[src/rtl/apb_master_arbiter_pkg.sv]
// ----------------------------------------------------------------------------
// apb_master_arbiter_pkg
//   Shared definitions for the APB master arbiter: FSM state encoding and
//   small elaboration-time helpers used to size and step internal registers.
//   No ports (package).
// ----------------------------------------------------------------------------
package apb_master_arbiter_pkg;

   typedef enum logic [1:0] {
      ST_IDLE   = 2'd0,
      ST_SETUP  = 2'd1,
      ST_ACCESS = 2'd2
   } state_t;

   // Width of the wait-state counter: must hold the value TIMEOUT itself.
   function automatic int tmo_w(input int tmo);
      return $clog2(tmo + 1);
   endfunction

   // Rotating-priority successor of a requester index.
   function automatic int rr_next(input int idx, input int n);
      return (idx + 1 >= n) ? 0 : idx + 1;
   endfunction

endpackage

[src/rtl/apb_master_arbiter_rr_arbiter.sv]
// ----------------------------------------------------------------------------
// rr_arbiter
//   Combinational rotating-priority pick. The search starts at i_ptr and
//   wraps modulo NREQ; the first asserted request wins.
// Ports
//   i_req  in  NREQ  request vector
//   i_ptr  in  PW    index where the priority search starts
//   o_gnt  out NREQ  one-hot grant (all zero when no request)
//   o_idx  out PW    index of the granted requester
//   o_any  out 1     at least one request is asserted
// ----------------------------------------------------------------------------
module rr_arbiter #(
   parameter int NREQ = 4,
   parameter int PW   = 2
) (
   input  logic [NREQ-1:0] i_req,
   input  logic [PW-1:0]   i_ptr,
   output logic [NREQ-1:0] o_gnt,
   output logic [PW-1:0]   o_idx,
   output logic            o_any
);

   always_comb begin
      int j;
      j     = 0;
      o_gnt = '0;
      o_idx = '0;
      o_any = 1'b0;
      for (int k = 0; k < NREQ; k++) begin
         j = int'(i_ptr) + k;
         if (j >= NREQ) j = j - NREQ;
         if (!o_any && i_req[j[PW-1:0]]) begin
            o_any             = 1'b1;
            o_gnt[j[PW-1:0]]  = 1'b1;
            o_idx             = PW'(j);
         end
      end
   end

endmodule

[src/rtl/apb_master_arbiter.sv]
// ----------------------------------------------------------------------------
// apb_master_arbiter
//   Shares one APB master port between NREQ requesters. Round-robin grant in
//   IDLE, then a two-phase APB transfer (SETUP, ACCESS). Wait states are
//   honoured; after TIMEOUT ACCESS cycles with pready low the transfer is
//   aborted with an error.
// Ports
//   pclk, reset_n (sync, active-low), enable (clock enable)
//   req/req_write/req_addr/req_wdata : per-requester command (packed buses)
//   done (one-hot strobe), rsp_rdata, rsp_err : response, valid while done!=0
//   paddr/pwrite/psel/penable/pwdata : APB request outputs
//   prdata/pready/pslverr            : APB response inputs
// ----------------------------------------------------------------------------
module apb_master_arbiter
   import apb_master_arbiter_pkg::*;
#(
   parameter int NREQ    = 4,
   parameter int AW      = 16,
   parameter int TIMEOUT = 15
) (
   input  logic              pclk,
   input  logic              reset_n,
   input  logic              enable,
   input  logic [NREQ-1:0]   req,
   input  logic [NREQ-1:0]   req_write,
   input  logic [NREQ*AW-1:0] req_addr,
   input  logic [NREQ*32-1:0] req_wdata,
   output logic [NREQ-1:0]   done,
   output logic [31:0]       rsp_rdata,
   output logic              rsp_err,
   output logic [AW-1:0]     paddr,
   output logic              pwrite,
   output logic              psel,
   output logic              penable,
   output logic [31:0]       pwdata,
   input  logic [31:0]       prdata,
   input  logic              pready,
   input  logic              pslverr
);

   localparam int PW = (NREQ > 1) ? $clog2(NREQ) : 1;
   localparam int CW = tmo_w(TIMEOUT);

   state_t          r_state;
   state_t          w_next;
   logic [PW-1:0]   r_ptr;
   logic [PW-1:0]   r_win;
   logic [CW-1:0]   r_cnt;
   logic [AW-1:0]   r_paddr;
   logic [31:0]     r_pwdata;
   logic            r_pwrite;

   logic [NREQ-1:0] w_gnt;
   logic [PW-1:0]   w_gnt_idx;
   logic            w_any;
   logic [AW-1:0]   w_addr;
   logic [31:0]     w_wdata;
   logic            w_write;
   logic            w_tmo;
   logic            w_fin;

   rr_arbiter #(
      .NREQ (NREQ),
      .PW   (PW)
   ) u_rr (
      .i_req (req),
      .i_ptr (r_ptr),
      .o_gnt (w_gnt),
      .o_idx (w_gnt_idx),
      .o_any (w_any)
   );

   // One-hot AND-OR capture mux for the winner's command.
   always_comb begin
      w_addr  = '0;
      w_wdata = '0;
      w_write = 1'b0;
      for (int i = 0; i < NREQ; i++) begin
         if (w_gnt[i]) begin
            w_addr  = w_addr  | req_addr[i*AW +: AW];
            w_wdata = w_wdata | req_wdata[i*32 +: 32];
            w_write = w_write | req_write[i];
         end
      end
   end

   assign w_tmo = (r_cnt == CW'(TIMEOUT));
   // Completion is suppressed while held (enable low) or in reset so that a
   // frozen or aborted ACCESS never produces a duplicate or stray strobe.
   assign w_fin = reset_n && enable && (r_state == ST_ACCESS) && (pready || w_tmo);

   // State register
   always_ff @(posedge pclk) begin
      if (!reset_n)    r_state <= ST_IDLE;
      else if (enable) r_state <= w_next;
   end

   // Next-state logic
   always_comb begin
      w_next = r_state;
      case (r_state)
         ST_IDLE:   if (w_any) w_next = ST_SETUP;
         ST_SETUP:  w_next = ST_ACCESS;
         ST_ACCESS: if (pready || w_tmo) w_next = ST_IDLE;
         default:   w_next = ST_IDLE;
      endcase
   end

   // Pointer, capture registers and wait-state counter
   always_ff @(posedge pclk) begin
      if (!reset_n) begin
         r_ptr    <= '0;
         r_win    <= '0;
         r_cnt    <= '0;
         r_paddr  <= '0;
         r_pwdata <= '0;
         r_pwrite <= 1'b0;
      end else if (enable) begin
         if (r_state == ST_IDLE && w_any) begin
            r_paddr  <= w_addr;
            r_pwdata <= w_wdata;
            r_pwrite <= w_write;
            r_win    <= w_gnt_idx;
            r_ptr    <= PW'(rr_next(int'(w_gnt_idx), NREQ));
            r_cnt    <= '0;
         end else if (r_state == ST_ACCESS && !pready && !w_tmo) begin
            // Saturates at TIMEOUT; the FSM leaves ACCESS on that value.
            r_cnt <= r_cnt + CW'(1);
         end
      end
   end

   // Output logic
   always_comb begin
      psel      = 1'b0;
      penable   = 1'b0;
      done      = '0;
      rsp_rdata = '0;
      rsp_err   = 1'b0;
      case (r_state)
         ST_SETUP:  psel = 1'b1;
         ST_ACCESS: begin
            psel    = 1'b1;
            penable = 1'b1;
         end
         default: ;
      endcase
      if (w_fin) begin
         done[r_win] = 1'b1;
         rsp_err     = pready ? pslverr : 1'b1;
         rsp_rdata   = pready ? prdata  : 32'h0;
      end
   end

   assign paddr  = r_paddr;
   assign pwdata = r_pwdata;
   assign pwrite = r_pwrite;

endmodule

[config.mk]
export PLATFORM = sky130hd
export DESIGN_NAME = apb_master_arbiter
export DESIGN_NICKNAME = d
export VERILOG_FILES = /design/src/rtl/apb_master_arbiter_pkg.sv /design/src/rtl/apb_master_arbiter_rr_arbiter.sv /design/src/rtl/apb_master_arbiter.sv
export SDC_FILE = /design/constraint.sdc
export NUM_CORES = 1
export LEC_CHECK = 0
export CAP_MARGIN = 20
export CELL_PAD_IN_SITES_DETAIL_PLACEMENT = 0
export CELL_PAD_IN_SITES_GLOBAL_PLACEMENT = 1
export CORE_MARGIN = 5
export CORE_UTILIZATION = 23
export CTS_CLUSTER_SIZE = 25
export DETAILED_ROUTE_END_ITERATION = 10
export GPL_TIMING_DRIVEN = 0
export PLACE_DENSITY_LB_ADDON = 0.1
export SLEW_MARGIN = 10
export SYNTH_ARGS = -nofsm -noshare
export SYNTH_HDL_FRONTEND = slang
export SYNTH_SLANG_ARGS = --single-unit
[constraint.sdc]
create_clock -name pclk -period 3.3 [get_ports pclk]
set_input_delay 0.33 -clock pclk [delete_from_list [all_inputs] [get_ports pclk]]
set_output_delay 0.33 -clock pclk [all_outputs]
set_load 0.005 [all_outputs]
==> impl_results.md, run 1 <==
* Pre-Repair DR Iteration Count at 8
* Nature of the critical path endpoint: flop
* First-pass GRT wire length at 34200 µm
* Post-synth top flop: dfxtp_1
* Maxcap violations at 0
* Yosys cell types at 52
* Area of the mapped netlist at 4270 µm²
* DP HPWL at 17200 µm
* CTS max path bufs at 2
* Final Hold Vio Count at 0
* Post-route design area at 8140 µm²
* Chip width at 146 µm
* Slew @ Worst Pin at 0.720 ns
* Hold slack at 0.463 ns
* Fmax at 321 MHz
* Syn_area_per_cell at 7.91 µm²
* Hold_buf cts at 0
* Post-layout min period at 3.12 ns
* Post-Syn Nets at 789
* RSZ-0062 raised after global routing: no
* Total number of vias at 5958
* Crit-path max FO at 10
* DRC viols at 0
* # port buffers at 322
* Largest net degree at the start of global routing at 12
* Detail Route met3 WL at 1880 µm
* CTS buffer count at 9
* Met2 routed WL at 11300 µm
* CTS tree: yes
* Clk pin slew, worst setup/hold paths at 0.05 ns
* Metal-1 WL at 8490 µm
* Crit-path cells: buf_6 -> buf_6 -> inv_1 -> ha_4 -> buf_6 -> mux4_2 -> nand3b_1 -> a21oi_2 -> clkbuf_1 -> a222oi_1 -> a21oi_1
* LEAKAGE at 0.00303 µW
* WP buf/inv at 5
* Area delta synth->final at 90.5%
* Vias in the first global route at 6273
* Commonest non-fill, non-tap cell in the layout: clkdlybuf4s50_1
* Family with the most delay on the worst path: buffers and inverters
* Crit start category: flop
* Clk sinks at 59
* Commonest non-fill, non-tap cells in the layout: clkdlybuf4s50_1 (322), a22oi_1 (70), nand2_1 (66)
* Largest stage delay, worst path at 0.52 ns
* Rows at 49
* Final GP Congestion at 0.820
* Ant diodes at 0
* Die Footprint at 21400 µm²
* GR Util All Layers at 19.7%
* Final setup fails at 0
* Kind of critical path: flop to flop
* Core Box Area at 18100 µm²
* Setup TNS Final at 0 ns
* Die height at 146 µm
* Remaining Overflow, GRT at 0
* Status: complete, no violations
* Largest area contributor in the netlist: dfxtp_1
* Proportion of layout cells with a drive suffix above 1 at 6.03%
* Initial antenna violation count at 0
* Synth area leaders: dfxtp_1 (28%), a22oi_1 (12%), nand2_1 (5.8%)
* #FFs+latches synth at 59
* Slew headroom at 51.9%
* Slowest-stage cell, CP: clkbuf_1
* Class of the worst hold path: input pin to flop
* Clock skew at 0.00668 ns
* Share of Yosys cell area claimed by the top area cell type at 27.7%
* Post-layout utilization of the core at 44.8%
* H-Tree Depth at 3
* Initial drt markers at 404
* Fin crit share at 94.5%
* Initial cell density of the core at 23.5%
* Most used cell, CP: buf_6
* Arrival @ worst endpoint at 3.37 ns
* Top layer in use: met4
* Placed Area at 7780 µm²
* Crit path required time at 3.56 ns
* Clk root buf: clkbuf_16
* Number of synthesized flops with an enable pin at 0
* IO Pins at 325
* Sequential-to-total area share from yosys stat at 27.7%
* Worst-Skew Late Latency at 0.33 ns
* Yosys warns at 0
* Post-synth ARST share at 0%
* Wire length per cell at 20.0 µm
* Power Total at 3750 µW
* Number of vias per cell at 5.38
* PwrDens at 461 nW/µm²
* Worst ir drop on vdd at 0.282 mV
* Overall routed net length at 22200 µm
* Final slew viol count at 0
* NumNets Final at 1123
* Synthesized instance count at 540
* Final ANT Viol Nets at 0
==> kinds of logic (layout without fill, tap and decap cells) <==
family	after synthesis	count (layout)	share of synthesized area, %
and+or+nand+nor	182	182	21.9
xor gates and xnor gates	4	4	0.820
DFF	59	59	27.7
AOI/OAI and AO/OA	211	211	36.6
buffers and inverters	62	401	6.21
muxes	10	10	3.28
adders and majority gates	12	12	3.51
==> flip-flops by register name (all words and copies together), names as in the netlist, named ones only <==
signal / count
r_cnt: 4
r_state: 2
pwrite: 1
pwdata: 32
r_ptr: 1
paddr: 16
r_win: 2
==> per-stage QoR <==
stage,instances,setup WS [ns]
3_3_place_gp,1091,-0.299
6_report,1108,0.183
4_1_cts,1107,-0.0256
5_1_grt,1108,0.0396
3_5_place_dp,1091,-0.262
2_1_floorplan,540,0.390
==> worst paths after layout <==
kind / endpoint / cells after the start / start / slack [ns]
min: r_cnt[1] / 3 / enable / 0.46
max: pwdata[16] / 11 / flop / 0.18
min reg2reg: r_cnt[1] / 2 / r_cnt[1] / 0.48
max reg2reg: pwdata[16] / 11 / flop / 0.18
==> final cells by class <==
type                            instances  area [µm²]
Fill cell                            1827       10000
Timing Repair Buffer                  323        3230
Multi-Input combinational cell        419        2880
Sequential cell                        59        1190
Tap cell                              229         287
Buffer                                 53         259
Clock buffer                           10         229
Inverter                                9        33.8
Clock inverter                          6        32.5
==> worst reg2reg max path, delay by kind of cell (launching register included) <==
family                   cells  cell delay (ns)
adder cells (fa/ha/maj)      1             0.30
buffers and inverters        5             1.09
AO/OA/AOI/OAI                3             0.65
multiplexers                 1             0.40
AND/OR/NAND/NOR              1             0.22
flip-flops                   1             0.39
==> cell usage after synthesis (all sizes together), types with 2 or more instances <==
master	n
or4	2
mux2	2
nand4b	2
inv	8
nand3b	7
nand2	67
buf	18
and3	4
nor3b	3
xnor2	2
nand3	34
nor3	3
a32oi	28
a22oi	71
nor2b	5
a21o	2
nor2	13
mux2i	5
ha	12
o311ai	3
xor2	2
o21a	2
and2	35
clkbuf	35
o21ai	24
mux4	3
dfxtp	59
or3b	2
a21boi	2
a222oi	20
a221oi	20
a21oi	33
==> power by group <==
group / internal, µW / total [µW] / switching (µW) / leakage [µW]
combinational: 972 / 1930 / 961 / 0.00241
sequential: 873 / 976 / 104 / 0.000488
clock: 501 / 844 / 344 / 0.000132
total: 2350 / 3750 / 1410 / 0.00303
==> routing by layer <==
layer | track usage [%] | up-vias
met2 | 35.6 | 291
li1 | - | 2780
met4 | 6.07 | 0
met5 | 0 | -
met1 | 22.4 | 2861
met3 | 5.89 | 26
==> repair_timing <==
item | in CTS | in global routing
setup endpoints to repair | 44 | 42
gates resized for setup | 9 | 17
buffers inserted | 0 | 1
pin swaps | 0 | 0
No activity file was read; power rests on OpenSTA's default activity.
==> run 2, diff against run 1 <==
--- a/config.mk
+++ b/config.mk
@@ -9,12 +9,11 @@
 export CELL_PAD_IN_SITES_DETAIL_PLACEMENT = 0
 export CELL_PAD_IN_SITES_GLOBAL_PLACEMENT = 1
 export CORE_MARGIN = 5
-export CORE_UTILIZATION = 23
+export CORE_UTILIZATION = 25
 export CTS_CLUSTER_SIZE = 25
 export DETAILED_ROUTE_END_ITERATION = 10
 export GPL_TIMING_DRIVEN = 0
 export PLACE_DENSITY_LB_ADDON = 0.1
-export SLEW_MARGIN = 10
 export SYNTH_ARGS = -nofsm -noshare
 export SYNTH_HDL_FRONTEND = slang
 export SYNTH_SLANG_ARGS = --single-unit
==> constraint.sdc (replaced) <==
create_clock -name pclk -period 4 [get_ports pclk]
set_input_delay 0.4 -clock pclk [delete_from_list [all_inputs] [get_ports pclk]]
set_output_delay 0.4 -clock pclk [all_outputs]
set_load 0.005 [all_outputs]
==> run 2 against run 1 <==
Register-to-register slack gained 0.19 ns. Utilization grew 3.7 points. Clock power grew 6.5%. Via count shrank 0.29%. Count of clock-buffer cells in the layout grew 3. Non-clock buffer count shrank 1. Critical path depth grew 2. Critical endpoint is now pwdata[6]. Largest cell class unchanged.
==> impl_results.md, run 2 (synthesized netlist as in run 1, its figures left out) <==
* NumNets Final at 1122
* Final GP Congestion at 1.00
* Status: complete, no violations
* Wire length per cell at 20.0 µm
* Initial antenna violation count at 0
* Worst ir drop on vdd at 0.233 mV
* Maxcap violations at 0
* Initial cell density of the core at 25.6%
* Hold slack at 0.487 ns
* Hold_sp: r_cnt[0]
* Largest net degree at the start of global routing at 12
* CTS tree: yes
* Chip width at 141 µm
* Power Total at 3220 µW
* RSZ-0062 raised after global routing: no
* Crit-path cells: buf_2 -> buf_6 -> inv_1 -> ha_1 -> buf_2 -> mux2i_1 -> a2bb2oi_1 -> o311ai_1 -> a22o_1 -> buf_4 -> clkbuf_1 -> nand2_1 -> nand3_1
* Clock skew at 0.00757 ns
* Largest stage delay, worst path at 0.53 ns
* Final setup fails at 0
* Vias in the first global route at 6025
* Total number of vias at 5941
* DRC viols at 0
* Register-to-Register Setup Slack at 0.37 ns
* Remaining Overflow, GRT at 0
* WP buf/inv at 6
* Overall routed net length at 21900 µm
* Hold_buf cts at 0
* Clk root buf: clkbuf_16
* Class of the worst hold path: flop to flop
* Commonest non-fill, non-tap cells in the layout: clkdlybuf4s50_1 (322), a22oi_1 (70), nand2_1 (66)
* Initial drt markers at 387
* LEAKAGE at 0.00304 µW
* Worst hold stages at 2
* Fin crit share at 90.8%
* Top layer in use: met4
* Slew @ Worst Pin at 0.741 ns
* Final slew viol count at 0
* Fmax at 275 MHz
* Die height at 141 µm
* Met2 routed WL at 11100 µm
* Crit path required time at 4.28 ns
* DP HPWL at 17200 µm
* Pre-Repair DR Iteration Count at 6
* Kind of critical path: flop to flop
* Area delta synth->final at 89.8%
* Detail Route met3 WL at 2050 µm
* Number of vias per cell at 5.41
* Crit start category: flop
* Most used cell, CP: buf_2
* Final ANT Viol Nets at 0
* H-Tree Depth at 3
* Post-layout min period at 3.63 ns
* Worst path depth at 13
* Metal-1 WL at 8120 µm
* Post-layout utilization of the core at 48.6%
* Largest register FFs at 32
* Clk sinks at 59
* Core Box Area at 16700 µm²
* CTS buffer count at 9
* # port buffers at 322
* Crit-path max FO at 10
* # resized after CTS at 0
* Final Hold Vio Count at 0
* Nature of the critical path endpoint: flop
* Rows at 47
* CTS max path bufs at 2
* Slew headroom at 50.4%
* Die Footprint at 19800 µm²
* IO Pins at 325
* Ant diodes at 0
* Arrival @ worst endpoint at 3.91 ns
* Setup TNS Final at 0 ns
* Reg2reg path depth at 13
* PwrDens at 398 nW/µm²
* First-pass GRT wire length at 32600 µm
* Worst-Skew Late Latency at 0.34 ns
* Postcts setup bufs at 0
* Slowest-stage cell, CP: o311ai_1
* Commonest non-fill, non-tap cell in the layout: clkdlybuf4s50_1
* GR Util All Layers at 20.7%
* Proportion of layout cells with a drive suffix above 1 at 4.67%
* Family with the most delay on the worst path: buffers and inverters
* Clk pin slew, worst setup/hold paths at 0.05 ns
run 2: cell count changes in the layout (fill, tap and decap cells not counted), sizes merged:
cell / previous run / this run
buf: 17 / 18
bufinv: 0 / 2
clkbuf: 47 / 48
clkinv: 6 / 2
clkinvlp: 1 / 0
run 2: final cells by class:
class / count / area (µm²)
Buffer: 53 / 231
Sequential cell: 59 / 1180
Tap cell: 220 / 275
Timing Repair Buffer: 322 / 3220
Fill cell: 1612 / 8590
Clock buffer: 13 / 270
Inverter: 9 / 33.8
Clock inverter: 3 / 68.8
Multi-Input combinational cell: 419 / 2830
run 2: worst min-delay path: stages (launching register included):
cell	delay (ns)
dfxtp_1	0.33
nand2_1	0.06
a21oi_1	0.05
run 2: path summary, 6_finish.rpt:
path / to
max: pwdata[6]
min: r_cnt[0]
min reg2reg: r_cnt[0]
max reg2reg: pwdata[6]
run 2: routing by layer:
layer	vias up	track usage, %
li1	2783	-
met1	2816	23.4
met2	300	35.9
met3	42	7.55
met4	0	7.24
met5	-	0
run 2: per-stage QoR:
stage,std cells,setup WS (ns),area [µm²]
2_1_floorplan,540,1.09,4270
3_3_place_gp,1082,0.437,7770
3_5_place_dp,1082,0.438,7770
4_1_cts,1098,0.416,8110
5_1_grt,1098,0.114,8110
6_report,1098,0.369,8110
run 2: power by group:
group / internal (µW) / switching, µW / leakage (µW)
sequential: 718 / 81.9 / 0.000487
combinational: 767 / 758 / 0.00238
clock: 598 / 301 / 0.000166
